===== src/rtl/glyph_draw_sequencer_pkg.sv =====
// Shared types, constants and geometry helpers for the glyph draw sequencer.
// Optional feature macro: GLYPH_CLIP_EN (clip rectangles to the 640x480 screen).
package glyph_pkg;

    localparam int          NUM_GLYPHS          = 8;
    localparam logic [31:0] GLYPH_PITCH         = 32'd128;
    localparam int          MAX_RECTS_PER_GLYPH = 4;
    localparam logic [31:0] GLYPH_UNIT          = 32'd32;
    localparam logic [31:0] SCREEN_W            = 32'd640;
    localparam logic [31:0] SCREEN_H            = 32'd480;

    typedef enum logic [1:0] {
        GLYPH_BLANK = 2'd0,
        GLYPH_I     = 2'd1,
        GLYPH_U     = 2'd2,
        GLYPH_G     = 2'd3
    } glyph_code_t;

    typedef enum logic [2:0] {
        ST_IDLE,
        ST_LOAD,
        ST_EMIT,
        ST_ADVANCE,
        ST_DONE
    } state_t;

    // Rectangle offsets in units of GLYPH_UNIT pixels from the glyph origin.
    typedef struct packed {
        logic [2:0] x0;
        logic [2:0] y0;
        logic [2:0] x1;
        logic [2:0] y1;
    } rect_off_t;

    // Absolute pixel rectangle, x0 <= x < x1, y0 <= y < y1.
    typedef struct packed {
        logic [31:0] x0;
        logic [31:0] y0;
        logic [31:0] x1;
        logic [31:0] y1;
    } rect_t;

    localparam rect_off_t RZ = '{3'd0, 3'd0, 3'd0, 3'd0};

    // Indexed [glyph code][rect index]; unused slots are zero.
    localparam rect_off_t RECT_OFFS [4][MAX_RECTS_PER_GLYPH] = '{
        '{RZ, RZ, RZ, RZ},
        '{'{3'd0, 3'd0, 3'd1, 3'd3}, RZ, RZ, RZ},
        '{'{3'd0, 3'd0, 3'd1, 3'd4}, '{3'd1, 3'd3, 3'd2, 3'd4},
          '{3'd2, 3'd0, 3'd3, 3'd4}, RZ},
        '{'{3'd0, 3'd0, 3'd3, 3'd1}, '{3'd0, 3'd1, 3'd1, 3'd3},
          '{3'd0, 3'd3, 3'd3, 3'd4}, '{3'd2, 3'd2, 3'd3, 3'd3}}
    };

    localparam logic [2:0] RECT_COUNT [4] = '{3'd0, 3'd1, 3'd3, 3'd4};

    function automatic glyph_code_t glyph_at(logic [2*NUM_GLYPHS-1:0] codes, logic [2:0] idx);
        return glyph_code_t'(codes[{idx, 1'b0} +: 2]);
    endfunction

    function automatic rect_t rect_place_off(rect_off_t o, logic [31:0] gx, logic [31:0] gy);
        rect_t rc;
        rc.x0 = gx + 32'(o.x0) * GLYPH_UNIT;
        rc.y0 = gy + 32'(o.y0) * GLYPH_UNIT;
        rc.x1 = gx + 32'(o.x1) * GLYPH_UNIT;
        rc.y1 = gy + 32'(o.y1) * GLYPH_UNIT;
        return rc;
    endfunction

    function automatic rect_t rect_place(glyph_code_t code, logic [1:0] r,
                                         logic [31:0] gx, logic [31:0] gy);
        return rect_place_off(RECT_OFFS[code][r], gx, gy);
    endfunction

    // A rect whose origin lies off-screen (including wrapped coordinates) is skipped.
    function automatic logic rect_on_screen(rect_t rc);
        return (rc.x0 < SCREEN_W) && (rc.y0 < SCREEN_H) && (rc.x1 > rc.x0) && (rc.y1 > rc.y0);
    endfunction

    function automatic rect_t rect_clip(rect_t rc);
        rect_t c;
        c    = rc;
        c.x1 = (rc.x1 > SCREEN_W) ? SCREEN_W : rc.x1;
        c.y1 = (rc.y1 > SCREEN_H) ? SCREEN_H : rc.y1;
        return c;
    endfunction

endpackage


===== src/rtl/glyph_draw_sequencer_if.sv =====
// Rectangle stream between the glyph sequencer (master) and the rasterizer (slave).
interface glyph_draw_sequencer_if;
    logic        rect_valid;
    logic        rect_ready;
    logic [31:0] rect_x0;
    logic [31:0] rect_y0;
    logic [31:0] rect_x1;
    logic [31:0] rect_y1;
    logic        rect_last;

    modport master (
        output rect_valid, rect_x0, rect_y0, rect_x1, rect_y1, rect_last,
        input  rect_ready
    );

    modport slave (
        input  rect_valid, rect_x0, rect_y0, rect_x1, rect_y1, rect_last,
        output rect_ready
    );
endinterface


===== src/rtl/glyph_draw_sequencer_rect_rom.sv =====
// Combinational glyph geometry lookup: (code, rect index) -> offsets, last flag, count.
module glyph_rect_rom
    import glyph_pkg::*;
(
    input  glyph_code_t i_code,
    input  logic [1:0]  i_rect,
    output rect_off_t   o_off,
    output logic        o_last,
    output logic [2:0]  o_count
);
    assign o_off   = RECT_OFFS[i_code][i_rect];
    assign o_count = RECT_COUNT[i_code];
    assign o_last  = (({1'b0, i_rect} + 3'd1) == o_count);
endmodule


===== src/rtl/glyph_draw_sequencer.sv =====
// Walks a latched glyph string and streams each glyph's rectangles to the rasterizer.
// Optional feature macro: GLYPH_CLIP_EN (clip to screen, skip off-screen rects).
module glyph_draw_sequencer
    import glyph_pkg::*;
(
    input  logic                    i_clock,
    input  logic                    i_reset,
    input  logic                    i_start,
    input  logic [31:0]             i_origin_x,
    input  logic [31:0]             i_origin_y,
    input  logic [3:0]              i_glyph_count,
    input  logic [2*NUM_GLYPHS-1:0] i_glyph_codes,
    glyph_draw_sequencer_if.master  rect_if,
    output logic                    o_busy,
    output logic                    o_done
);
    state_t                  r_state;
    state_t                  w_next_state;
    logic [3:0]              r_k;
    logic [1:0]              r_r;
    logic [3:0]              r_count;
    logic [2*NUM_GLYPHS-1:0] r_codes;
    logic [31:0]             r_ox;
    logic [31:0]             r_oy;

    glyph_code_t w_code;
    glyph_code_t w_next_code;
    logic [3:0]  w_k_next;
    rect_off_t   w_off;
    logic        w_rect_is_last;
    logic [2:0]  w_rect_count;
    logic [31:0] w_gx;
    rect_t       w_rect;
    rect_t       w_rect_out;
    logic        w_visible;
    logic        w_step;
    logic        w_more;

    assign w_code      = glyph_at(r_codes, r_k[2:0]);
    assign w_k_next    = r_k + 4'd1;
    assign w_next_code = glyph_at(r_codes, w_k_next[2:0]);
    assign w_gx        = r_ox + 32'(r_k) * GLYPH_PITCH;

    glyph_rect_rom u_rom (
        .i_code  (w_code),
        .i_rect  (r_r),
        .o_off   (w_off),
        .o_last  (w_rect_is_last),
        .o_count (w_rect_count)
    );

    assign w_rect = rect_place_off(w_off, w_gx, r_oy);

`ifdef GLYPH_CLIP_EN
    assign w_visible  = rect_on_screen(w_rect);
    assign w_rect_out = rect_clip(w_rect);
`else
    assign w_visible  = 1'b1;
    assign w_rect_out = w_rect;
`endif

    // An invisible rect is stepped over in one cycle without a handshake.
    assign w_step = !w_visible || rect_if.rect_ready;

    // Lookahead: is any emitted rect still to come after (k, r) in this banner?
    always_comb begin
        // NOTE: every combinational output gets a default first so no path can infer a latch.
        w_more = 1'b0;
        for (int j = 0; j < NUM_GLYPHS; j++) begin
            for (int q = 0; q < MAX_RECTS_PER_GLYPH; q++) begin
                if ((4'(j) < r_count) &&
                    (3'(q) < RECT_COUNT[glyph_at(r_codes, 3'(j))]) &&
                    ((4'(j) > r_k) || ((4'(j) == r_k) && (2'(q) > r_r)))) begin
`ifdef GLYPH_CLIP_EN
                    if (rect_on_screen(rect_place(glyph_at(r_codes, 3'(j)), 2'(q),
                                                  r_ox + 32'(j) * GLYPH_PITCH, r_oy)))
`endif
                    w_more = 1'b1;
                end
            end
        end
    end

    // State register with synchronous reset.
    always_ff @(posedge i_clock) begin
        // NOTE: sequential state uses <= so every register samples pre-edge values.
        if (i_reset) r_state <= ST_IDLE;
        else         r_state <= w_next_state;
    end

    // Next-state logic.
    always_comb begin
        w_next_state = r_state;
        unique case (r_state)
            ST_IDLE:    if (i_start) w_next_state = ST_LOAD;
            ST_LOAD: begin
                if (r_count == 4'd0)           w_next_state = ST_DONE;
                else if (w_rect_count == 3'd0) w_next_state = ST_ADVANCE;
                else                           w_next_state = ST_EMIT;
            end
            ST_EMIT:    if (w_step && w_rect_is_last) w_next_state = ST_ADVANCE;
            ST_ADVANCE: begin
                if (w_k_next == r_count)            w_next_state = ST_DONE;
                else if (w_next_code == GLYPH_BLANK) w_next_state = ST_ADVANCE;
                else                                 w_next_state = ST_EMIT;
            end
            ST_DONE:    w_next_state = ST_IDLE;
            default:    w_next_state = ST_IDLE;
        endcase
    end

    // Banner context latch and glyph/rect cursor.
    always_ff @(posedge i_clock) begin
        if (i_reset) begin
            r_k     <= '0;
            r_r     <= '0;
            r_count <= '0;
            r_codes <= '0;
            r_ox    <= '0;
            r_oy    <= '0;
        end else begin
            case (r_state)
                ST_IDLE: if (i_start) begin
                    r_codes <= i_glyph_codes;
                    r_ox    <= i_origin_x;
                    r_oy    <= i_origin_y;
                    r_count <= (i_glyph_count > 4'(NUM_GLYPHS)) ? 4'(NUM_GLYPHS) : i_glyph_count;
                    r_k     <= '0;
                    r_r     <= '0;
                end
                ST_EMIT: if (w_step && !w_rect_is_last) r_r <= r_r + 2'd1;
                ST_ADVANCE: begin
                    r_k <= w_k_next;
                    r_r <= '0;
                end
                default: ;
            endcase
        end
    end

    // Outputs decoded from registered state only; rect fields read zero when not valid.
    always_comb begin
        rect_if.rect_valid = 1'b0;
        rect_if.rect_last  = 1'b0;
        rect_if.rect_x0    = '0;
        rect_if.rect_y0    = '0;
        rect_if.rect_x1    = '0;
        rect_if.rect_y1    = '0;
        o_busy             = (r_state != ST_IDLE);
        o_done             = (r_state == ST_DONE);
        if ((r_state == ST_EMIT) && w_visible) begin
            rect_if.rect_valid = 1'b1;
            rect_if.rect_last  = !w_more;
            rect_if.rect_x0    = w_rect_out.x0;
            rect_if.rect_y0    = w_rect_out.y0;
            rect_if.rect_x1    = w_rect_out.x1;
            rect_if.rect_y1    = w_rect_out.y1;
        end
    end

endmodule


===== src/flat_wrapper.sv =====
// flat-port wrapper written by rule: the top's interface ports become plain ports
module glyph_draw_sequencer_flat import glyph_pkg::*;
  (i_clock, i_reset, i_start, i_origin_x, i_origin_y, i_glyph_count, i_glyph_codes, o_busy, o_done, rect_if_rect_valid, rect_if_rect_x0, rect_if_rect_y0, rect_if_rect_x1, rect_if_rect_y1, rect_if_rect_last, rect_if_rect_ready);
  glyph_draw_sequencer_if rect_if_i ();
  input  logic i_clock;
  input  logic i_reset;
  input  logic i_start;
  input  logic [31:0] i_origin_x;
  input  logic [31:0] i_origin_y;
  input  logic [3:0] i_glyph_count;
  input  logic [2*NUM_GLYPHS-1:0] i_glyph_codes;
  output logic o_busy;
  output logic o_done;
  output wire logic [$bits(rect_if_i.rect_valid)-1:0] rect_if_rect_valid;
  output wire logic [$bits(rect_if_i.rect_x0)-1:0] rect_if_rect_x0;
  output wire logic [$bits(rect_if_i.rect_y0)-1:0] rect_if_rect_y0;
  output wire logic [$bits(rect_if_i.rect_x1)-1:0] rect_if_rect_x1;
  output wire logic [$bits(rect_if_i.rect_y1)-1:0] rect_if_rect_y1;
  output wire logic [$bits(rect_if_i.rect_last)-1:0] rect_if_rect_last;
  input wire logic [$bits(rect_if_i.rect_ready)-1:0] rect_if_rect_ready;
  assign rect_if_rect_valid = rect_if_i.rect_valid;
  assign rect_if_rect_x0 = rect_if_i.rect_x0;
  assign rect_if_rect_y0 = rect_if_i.rect_y0;
  assign rect_if_rect_x1 = rect_if_i.rect_x1;
  assign rect_if_rect_y1 = rect_if_i.rect_y1;
  assign rect_if_rect_last = rect_if_i.rect_last;
  assign rect_if_i.rect_ready = rect_if_rect_ready;
  glyph_draw_sequencer u_core (.i_clock(i_clock), .i_reset(i_reset), .i_start(i_start), .i_origin_x(i_origin_x), .i_origin_y(i_origin_y), .i_glyph_count(i_glyph_count), .i_glyph_codes(i_glyph_codes), .rect_if(rect_if_i), .o_busy(o_busy), .o_done(o_done));
endmodule

===== config.mk =====
export PLATFORM = sky130hd
export DESIGN_NAME = glyph_draw_sequencer_flat
export DESIGN_NICKNAME = d
export VERILOG_FILES = /design/src/rtl/glyph_draw_sequencer_pkg.sv /design/src/rtl/glyph_draw_sequencer_if.sv /design/src/rtl/glyph_draw_sequencer_rect_rom.sv /design/src/rtl/glyph_draw_sequencer.sv /design/src/flat_wrapper.sv
export SDC_FILE = /design/constraint.sdc
export NUM_CORES = 1
export LEC_CHECK = 0
export BUFFER_PORTS_ARGS = -buffer_cell sky130_fd_sc_hd__buf_2
export CAP_MARGIN = 5
export CORE_MARGIN = 2
export CORE_UTILIZATION = 50
export CTS_BUF_LIST = sky130_fd_sc_hd__clkbuf_8
export DETAILED_ROUTE_END_ITERATION = 7
export GPL_TIMING_DRIVEN = 1
export PLACE_DENSITY_LB_ADDON = 0.3
export REMOVE_ABC_BUFFERS = 1
export SLEW_MARGIN = 10
export SYNTH_ARGS = -nofsm -noshare
export SYNTH_HDL_FRONTEND = slang
export SYNTH_HIERARCHICAL = 1
export SYNTH_SLANG_ARGS = --single-unit

===== constraint.sdc =====
create_clock -name i_clock -period 3.9 [get_ports i_clock]
set_input_delay 0 -clock i_clock [delete_from_list [all_inputs] [get_ports i_clock]]
set_output_delay 0 -clock i_clock [all_outputs]
set_load 0.02 [all_outputs]

==> reports/metrics.cfg, run 1 <==
[run_status]
status=finished clean

[cts]
clockRootBuffer=clkbuf_8
clk_latency_ns=0.37
cts_tree=built
cts_max_level=3
clock_path_buffers=2
clock-sinks=93
numCtsBuffers=9
clk_pin_slew_ns=0.10

[routing]
routed.top_layer=met4
wl_mm=25.2
met1_length_mm=10.6
wl_met2_mm=12.4
dr.pass1.iters=5
wl_met3_mm=1.59
drt_iter0_drc=606
drc=0
routedWlPerCell_um=15.5
routed-via-count=8976
drt.antenna.violating_nets=0
via_per_inst=5.51

[finish]
regArea_um2=1870
final_common_cell=nand2_1
num-fill-cells=1383
syn2layout_area_growth_pct=33.1
nets=1528
diodes=0
mostFrequentLayoutCells=nand2_1, buf_2, a21oi_1, nor2_1, dfxtp_1
multi_input_area_um2=5910
drive_gt1_share_pct=27.3

[global_route]
grt_usage_pct=28.0
grt_max_degree=92
grt_pass1_vias=8129
antenna_found_initial=0
gr-total-overflow=0
grt_pass1_wl_mm=39.1

[die]
io_pins=220
die_area_um2=17100
fp.coreArea_um2=15800
rows=46
fp.dieW_um=131
die_height_um=131
initial_core_util_pct=50.9

[pwr]
p_int_uw=1870
pwr-share-comb_pct=34.0
seqPwrFrac_pct=41.0
p_leak_uw=0.00463
power.density_nw_per_um2=280
clockPowerShare_pct=25.1
peakVddDrop_mv=0.188
p_switching_uw=1130
swShare_pct=37.6

[min_path]
holdPathEnd=u_core/r_state[0]$_SDFFE_PP0P_
hold_start=i_start
hold_path_depth=3
min_path_type=primary input to register

[worst_setup_path]
worst_setup_path_end_kind=output pin
path_class=register to output pin
crit-reg2reg-launch=u_core/r_k[0]$_SDFFE_PP0P_
cp-start-kind=register
worst-endpoint-arrival_ns=3.84
critPathMaxFanout=7
required_ns=3.90
reg2reg_slack_ns=0.90
r2r-end=u_core/r_r[1]$_SDFFE_PP0P_
rr_worst_depth=12

[timing]
achievable-frequency_mhz=260
period_share_pct=98.5
hold_viol=0
finalClockSkew_ns=0.0136
maxSlewViolCount=0
rsz0062_at_grt=yes
max_slew_margin_pct=33.0
min_period_ns=3.84
tns_ns=0
worstMarginPinSlew_ns=1.00
setup_viol=0
setup_ws_ns=0.0568

[placement]
numPortBuffers=219
pre_cts_ws_ns=-0.0305
dpl.hpwl_mm=17.4
place_congestion=0.960

[synthesis]
synth_compound_area_share_pct=16.7
synth_top_family_by_area=simple AND/OR/NAND/NOR gates
synthMuxAreaShare_pct=4.30
async_reset_ff_share_pct=0
ys_types=91
synth_ff_type=dfxtp_1
synth_seq_cells=93
syn_inst=1133
synth-seq-area-share_pct=23.1
ys.warnings.count=6
synth_enable_flop_cells=0
syn_area_per_cell_um2=7.11
synthAdderAreaFrac_pct=5.59
syn_area_um2=8050
synthXorXnorAreaFrac_pct=9.99
yosys.area_share.simple_pct=33.5

[run]
max_cap_viol_count=0

## metrics by stage
stage / cell area (um2) / instances / power [uW] / hold slack [ns] / util (%)
after floorplan: 7580 / 1041 / 1820 / 0.0691 / -
after global placement: 9190 / 1507 / 2120 / 0.241 / 58.1
after detailed placement: 9190 / 1507 / 2140 / 0.246 / 58.1
after CTS: 10400 / 1613 / 2970 / 0.00330 / 65.7
after global routing: 10700 / 1628 / 3180 / 0.0819 / 67.7
final: 10700 / 1628 / 3000 / 0.0276 / 67.7
## worst max-delay path by stage
stage / startpoint / end / cells after the start / slack (ns)
2_1_floorplan: u_core/r_k[0]$_SDFFE_PP0P_ / rect_if_rect_x0[28] / 14 / 0.03
3_3_place_gp: u_core/r_k[0]$_SDFFE_PP0P_ / rect_if_rect_x1[30] / 15 / 0.07
3_5_place_dp: u_core/r_k[0]$_SDFFE_PP0P_ / rect_if_rect_x1[26] / 15 / -0.03
4_1_cts: u_core/r_k[0]$_SDFFE_PP0P_ / rect_if_rect_x0[31] / 14 / 0.008
5_1_grt: u_core/r_k[0]$_SDFFE_PP0P_ / rect_if_rect_y0[19] / 16 / -0.07
6_report: u_core/r_k[0]$_SDFFE_PP0P_ / rect_if_rect_x1[26] / 14 / 0.06
## synthesized netlist by cell type, types with 11 or more instances
library cell	n	area, um2
and3_1	15	93.8
nand3_1	29	145
nor3_1	26	130
a21o_1	11	82.6
clkbuf_1	58	218
xor2_1	46	403
nand2_1	236	886
ha_1	28	350
mux2i_1	20	200
o21ai_0	26	130
dfxtp_1	93	1860
nand4_1	17	106
nor2_1	122	458
and2_1	21	131
a21oi_1	123	616
inv_1	19	71.3
xnor2_1	44	385
buf_4	15	113
## registers in the layout, indices dropped and copies added, names as in the netlist
register        flops
u_core/r_codes     16
u_core/r_ox        32
u_core/r_state      3
u_core/r_oy        32
u_core/r_k          4
u_core/r_count      4
u_core/r_r          2
## critical path, cell delays in order, from the launching register on
cell and delay (ns):
dfxtp_4 0.40, mux4_2 0.50, mux2_4 0.35, ha_4 0.20, mux2i_2 0.17, mux2i_2 0.14
ha_1 0.32, a21o_1 0.13, a21oi_2 0.06, nor2_2 0.13, and4_4 0.25, nand4_1 0.20
nor2_1 0.21, mux2i_1 0.23, buf_4 0.17
## cell type report
class	count	share of cell area, %
inverters	19	0.689
clock inverters	6	0.875
multi-input cells	929	55.1
repair buffers	355	22.1
clock buffers	10	1.28
well taps	216	2.52
flip-flops and latches	93	17.4
## what timing repair did
item                                   CTS  global route
endpoints found under the hold margin   85             0
pin swaps                                9            23
hold buffers                            85             0
gates resized for setup                 23            58
setup endpoints to repair               68            52
buffers inserted                         6            15
## power by group through the flow
stage / Sequential [uW] / Combinational, uW / Clock (uW)
finish: 1230 / 1020 / 752
detailed placement: 1240 / 897 / 0
global route: 1250 / 1130 / 800
floorplan: 1200 / 616 / 0
global placement: 1240 / 883 / 0
CTS: 1220 / 980 / 770
## logic make-up (layout without fill, tap and decap cells)
kind of cell / Yosys count / in the layout
xor+xnor: 91 / 91
flops: 93 / 93
simple gates: 554 / 554
mux: 28 / 28
fa+ha+maj: 33 / 33
other cells: 1 / 3
compound gates: 220 / 220
buf+inv: 113 / 390
## layer usage
| metal | track usage (%) | up-vias |
|---|---|---|
| li1 | - | 4409 |
| met2 | 48.6 | 340 |
| met4 | 10.5 | 0 |
| met5 | 0 | - |
| met3 | 3.14 | 49 |
| met1 | 36.0 | 4178 |
(Power assumes the default switching activity.)
==> inputs of run 2 (changes only) <==
- CELL_PAD_IN_SITES_DETAIL_PLACEMENT: unset -> 0
- CELL_PAD_IN_SITES_GLOBAL_PLACEMENT: unset -> 1
- CORE_UTILIZATION: 50 -> 35
- SETUP_SLACK_MARGIN: unset -> 0.5
==> run 2 against run 1 <==
Net effect: the flow now finishes with violations (setup timing); worst setup slack lost 0.12 ns; via count shrank 1.2%; total power grew 0.78%; worst hold slack gained 0.11 ns; register-to-register slack lost 0.27 ns; flip-flop and latch count is the same; wire length grew 7.6%; maximum frequency shrank 3.1%; core utilization shrank 16 points.
==> reports/metrics.cfg, run 2 (same netlist as run 1, synthesis figures left out) <==
[run_status]
status=complete, but fails checks
violations=setup timing

[die]
io_pins=220
fp.dieW_um=156
initial_core_util_pct=35.6
fp.coreArea_um2=22600
die_height_um=156
die_area_um2=24200
rows=55

[cts]
clock_path_buffers=2
numCtsBuffers=9
clock-sinks=93
clk_pin_slew_ns=0.11
cts_tree=built
clockRootBuffer=clkbuf_8
cts_max_level=3
clk_latency_ns=0.40

[global_route]
grt_pass1_wl_mm=42.8
antenna_found_initial=1
grt_max_degree=92
gr-total-overflow=0
grt_usage_pct=21.7
grt_pass1_vias=8405

[timing]
tns_ns=-0.157
whs_ns=0.140
setup_viol=6
max_slew_margin_pct=31.3
maxSlewViolCount=0
worstMarginPinSlew_ns=1.03
hold_viol=0
rsz0062_at_grt=yes
achievable-frequency_mhz=252
min_period_ns=3.97
setup_ws_ns=-0.0665
finalClockSkew_ns=0.0182
period_share_pct=102

[finish]
syn2layout_area_growth_pct=46.3
reg_top3=u_core/r_ox: 32 flops, u_core/r_oy: 32 flops, u_core/r_codes: 16 flops
final_common_cell=nand2_1
nets=1573
mostFrequentLayoutCells=nand2_1, buf_4, buf_2, a21oi_1, nor2_1
drive_gt1_share_pct=33.5
design_area_um2=11800
diodes=0

[routing]
wl_mm=27.1
via_per_inst=5.09
met1_length_mm=12.6
routed-via-count=8864
drt_iter0_drc=523
drt.antenna.violating_nets=0
routed.top_layer=met4
wl_met3_mm=1.04
wl_met2_mm=12.8
drc=0
routedWlPerCell_um=15.5
dr.pass1.iters=4

[placement]
numPortBuffers=219
place_congestion=0.893
placed_area_um2=9320
dpl.hpwl_mm=18.7

[worst_setup_path]
path_class=register to output pin
worst_setup_path_end_kind=output pin
worst-endpoint-arrival_ns=3.97
required_ns=3.90
critPathMaxFanout=6
cp-start-kind=register

[pwr]
power.density_nw_per_um2=256
p_leak_uw=0.00499
fin_total_pwr_uw=3020
peakVddDrop_mv=0.183

[min_path]
min_path_type=primary input to register

[run]
max_cap_viol_count=0

run 2: layout make-up:
class | count | area, um2
Fill cell | 2237 | 10900
Multi-Input combinational cell | 929 | 6260
Timing Repair Buffer | 400 | 3020
Sequential cell | 93 | 1870
Tap cell | 285 | 357
Clock buffer | 9 | 124
Inverter | 19 | 76.3
Clock inverter | 7 | 72.6
run 2: report_power, final:
part	internal, uW	leakage [uW]	switching [uW]
sequential	1060	0.000765	169
clock	299	0.0000960	395
combinational	477	0.00413	623
total	1840	0.00499	1190
run 2: routing by layer:
| layer | vias up | track usage, % |
|---|---|---|
| met1 | 4113 | 28.2 |
| met3 | 31 | 2.28 |
| met5 | - | 0 |
| met4 | 0 | 8.17 |
| met2 | 213 | 37.0 |
| li1 | 4507 | - |
run 2: worst paths after layout:
kind                                from                              to  slack [ns]  cells past startpoint
min reg2reg  u_core/r_oy[0]$_SDFFE_PP0P_     u_core/r_oy[0]$_SDFFE_PP0P_        0.46                      2
max reg2reg   u_core/r_k[0]$_SDFFE_PP0P_  u_core/r_state[0]$_SDFFE_PP0P_        0.63                     10
max           u_core/r_k[0]$_SDFFE_PP0P_             rect_if_rect_x1[22]       -0.07                     16
min                              i_start      u_core/r_r[0]$_SDFFE_PP0P_        0.14                      5
run 2: timing repair:
action	CTS	global route
gates resized for setup	176	85
hold endpoints to repair	85	0
hold buffers	87	0
gates cloned	0	0
setup buffers	35	23
pin swaps	39	36
setup endpoints to repair	103	102
run 2: per-stage QoR:
stage	setup slack (ns)	instances	util, %
4_1_cts	-0.0122	1719	49.7
2_1_floorplan	0.0284	1041	-
3_5_place_dp	-0.00236	1581	41.2
3_3_place_gp	0.119	1581	41.2
5_1_grt	-0.241	1742	52.1
6_report	-0.0665	1742	52.1
run 2: critical path, stage by stage, from the launching register on:
cell and delay, ns:
dfxtp_4 0.41, mux4_2 0.51, mux2_4 0.35, ha_4 0.20
mux2i_1 0.15, mux2i_1 0.12, buf_4 0.17, ha_4 0.25
a21o_1 0.12, a21oi_2 0.07, nor2_2 0.14, and4_4 0.27
nand4_1 0.21, buf_4 0.22, xnor2_2 0.12, nor2_1 0.11
buf_4 0.16
==> inputs of run 3 (changes only) <==
- ABC_AREA: unset -> 1
- CORE_UTILIZATION: 35 -> 33
- REMOVE_ABC_BUFFERS: 1 -> unset
==> run 3 against run 2 <==
Net effect: the flow now finishes without violations; count of clock-buffer cells in the layout rose by 1; via count grew 21%; clock power shrank 5.9%; first-iteration DRC count rose by 50%; sequential share of layout area down 1.0 points; synthesized cell count increased by 24%; register-to-register slack improved by 0.10 ns; global-route usage rose by 2.5 points; largest cell class unchanged.
==> reports/metrics.cfg, run 3 <==
[die]
die_area_um2=26100
initial_core_util_pct=33.6
fp.coreArea_um2=24300
io_pins=220
die_height_um=161
rows=57
fp.dieW_um=161

[routing]
drc=0
dr.pass1.iters=5
wl_mm=33.3
via_per_inst=5.10
routed-via-count=10700
routedWlPerCell_um=15.9
drt.antenna.violating_nets=0
drt_iter0_drc=787

[pwr]
peakVddDrop_mv=0.208
power.density_nw_per_um2=365
p_leak_uw=0.00547

[synthesis]
async_reset_ff_share_pct=0
synth-seq-area-share_pct=22.8
syn_inst=1410
syn_area_per_cell_um2=5.80
ys_types=43
yosysMostFrequentCell=nand2_1
synth_commonest_cells=nand2_1, nor2_1, inv_1
yosysTopAreaCell=dfxtp_1
synth_area_leaders=dfxtp_1, nand2_1, nor2_1
synth_enable_flop_cells=0
synth_seq_cells=93
syn_area_um2=8180
synth_ff_type=dfxtp_1
netlist.area_leader.share_pct=22.8
ys.warnings.count=6

[cts]
cts_max_level=3
numCtsBuffers=9
clock_path_buffers=2
cts_tree=built
clk_pin_slew_ns=0.11
clockRootBuffer=clkbuf_8
clk_latency_ns=0.40
clock-sinks=93

[finish]
syn2layout_area_growth_pct=54.1
drive_gt1_share_pct=33.7
nets=1890
num-fill-cells=2496
mostFrequentLayoutCells=nand2_1, nor2_1, buf_2, inv_1, a21oi_1
final_common_cell=nand2_1
fin_cells=2098
reg_top3=u_core/r_ox: 32 flops, u_core/r_oy: 32 flops, u_core/r_codes: 16 flops
diodes=0

[worst_setup_path]
worst_path_most_repeated_cell=a21oi_2
reg2reg_slack_ns=0.73
required_ns=3.90
path_class=register to output pin
cpMaxStageDelayCell=dfxtp_4
crit_chain=nand2_4, inv_2, o21ai_1, a21oi_1, a21oi_2, o21ai_4, ha_4, nand2_4, a21oi_4, ha_4, fa_2, nand2_2, a21oi_2, nand2_2, nor2_2, inv_2, nor2_4, nand3_4, nor2_4, o21ai_2, a21oi_2, buf_4
worst_setup_path_end_kind=output pin
max_stage_delay_ns=0.42
worst-endpoint-arrival_ns=3.62
critPathMaxFanout=7
critPathTopFamily=compound AO/OA/AOI/OAI gates
crit-reg2reg-launch=u_core/r_state[0]$_SDFFE_PP0P_
cp-start-kind=register
r2r-end=u_core/r_count[0]$_SDFFE_PP0P_
crit_buf_inv=3
rr_worst_depth=11

[placement]
place_congestion=0.965
numPortBuffers=219
dp.cells=1922
dpl.hpwl_mm=23.7

[global_route]
grt.met1_usage_pct=31.6
gr-total-overflow=0
grt_usage_pct=24.2
antenna_found_initial=0
grtUsageMet3_pct=2.88
gr-usage-met2_pct=41.8
grt_pass1_wl_mm=50.7
grt_pass1_vias=10000
busiest_layer=met2
grt_max_degree=72

[min_path]
min_path_type=primary input to register
hold_path_depth=3
holdPathEnd=u_core/r_ox[16]$_SDFFE_PP0P_
hold_start=i_origin_x[16]

[timing]
maxSlewViolCount=0
rsz0062_at_grt=yes
period_share_pct=92.8
finalClockSkew_ns=0.00890
worstMarginPinSlew_ns=1.08
achievable-frequency_mhz=276
max_slew_margin_pct=28.0
whs_ns=0.0162
min_period_ns=3.62
setup_viol=0
hold_viol=0
tns_ns=0

[run]
max_cap_viol_count=0

[run_status]
status=finished clean

==> run 3: kinds of logic (layout without fill, tap and decap cells) <==
logic type                 Yosys count  after routing  share of synthesized area (%)
AOI/OAI and AO/OA                  355            355                           22.8
other                                1              3                         0.0458
xor gates and xnor gates             9              9                          0.964
and+or+nand+nor                    683            683                           36.4
DFF                                 93             93                           22.8
buffers and inverters              236            598                           11.5
adders and majority gates           33             33                           5.51
==> run 3: area by class of cell <==
class	count	area [um2]	area share, %
clock buffers	10	138	1.09
clock inverters	6	38.8	0.308
inverters	181	704	5.59
multi-input cells	1083	6430	51.0
flip-flops and latches	93	1870	14.9
well taps	324	405	3.21
repair buffers	401	3020	23.9
==> run 3: worst min-delay path, delay by kind of cell <==
family          cells  cell delay (ns)
compound gates      2             0.29
buf+inv             1             0.07
==> run 3: per-stage QoR <==
step                power (uW)  instance area (um2)  setup WS (ns)  util [%]
CTS                       4300                11500          0.372      47.1
finish                    4610                12600          0.281      51.9
detailed placement        3410                 9650          0.115      39.7
floorplan                 2750                 8230          0.540         -
global placement          3410                 9650          0.169      39.7
global route              4940                12600          0.161      51.9
==> run 3: repair_timing <==
action                                  in CTS  in global routing
endpoints found under the setup margin      94                 83
hold buffers                                91                  0
endpoints found under the hold margin       91                  0
gates resized for setup                    147                260
pin swaps                                   44                 81
buffers inserted                            37                 32
==> run 3: how the worst max path moves through the flow <==
| stage | start | endpoint | cells past startpoint |
|---|---|---|---|
| 3_5_place_dp | u_core/r_k[1]$_SDFFE_PP0P_ | rect_if_rect_y0[21] | 22 |
| 2_1_floorplan | u_core/r_k[0]$_SDFFE_PP0P_ | rect_if_rect_x1[19] | 19 |
| 6_report | u_core/r_k[1]$_SDFFE_PP0P_ | rect_if_rect_y0[21] | 22 |
| 3_3_place_gp | u_core/r_k[1]$_SDFFE_PP0P_ | rect_if_rect_x0[27] | 23 |
| 4_1_cts | u_core/r_k[0]$_SDFFE_PP0P_ | rect_if_rect_x0[27] | 23 |
| 5_1_grt | u_core/r_k[0]$_SDFFE_PP0P_ | rect_if_rect_y0[21] | 22 |
==> run 3: power breakdown <==
group          total (uW)  switching, uW  internal (uW)
Sequential           1470            290           1180
Combinational        2490           1620            866
Clock                 653            404            249
==> run 3: layer usage <==
layer	wire [um]	share of wire [%]
met4	799	2.4
met2	16000	48
met5	0	0
met1	14600	44
met3	1910	5.7
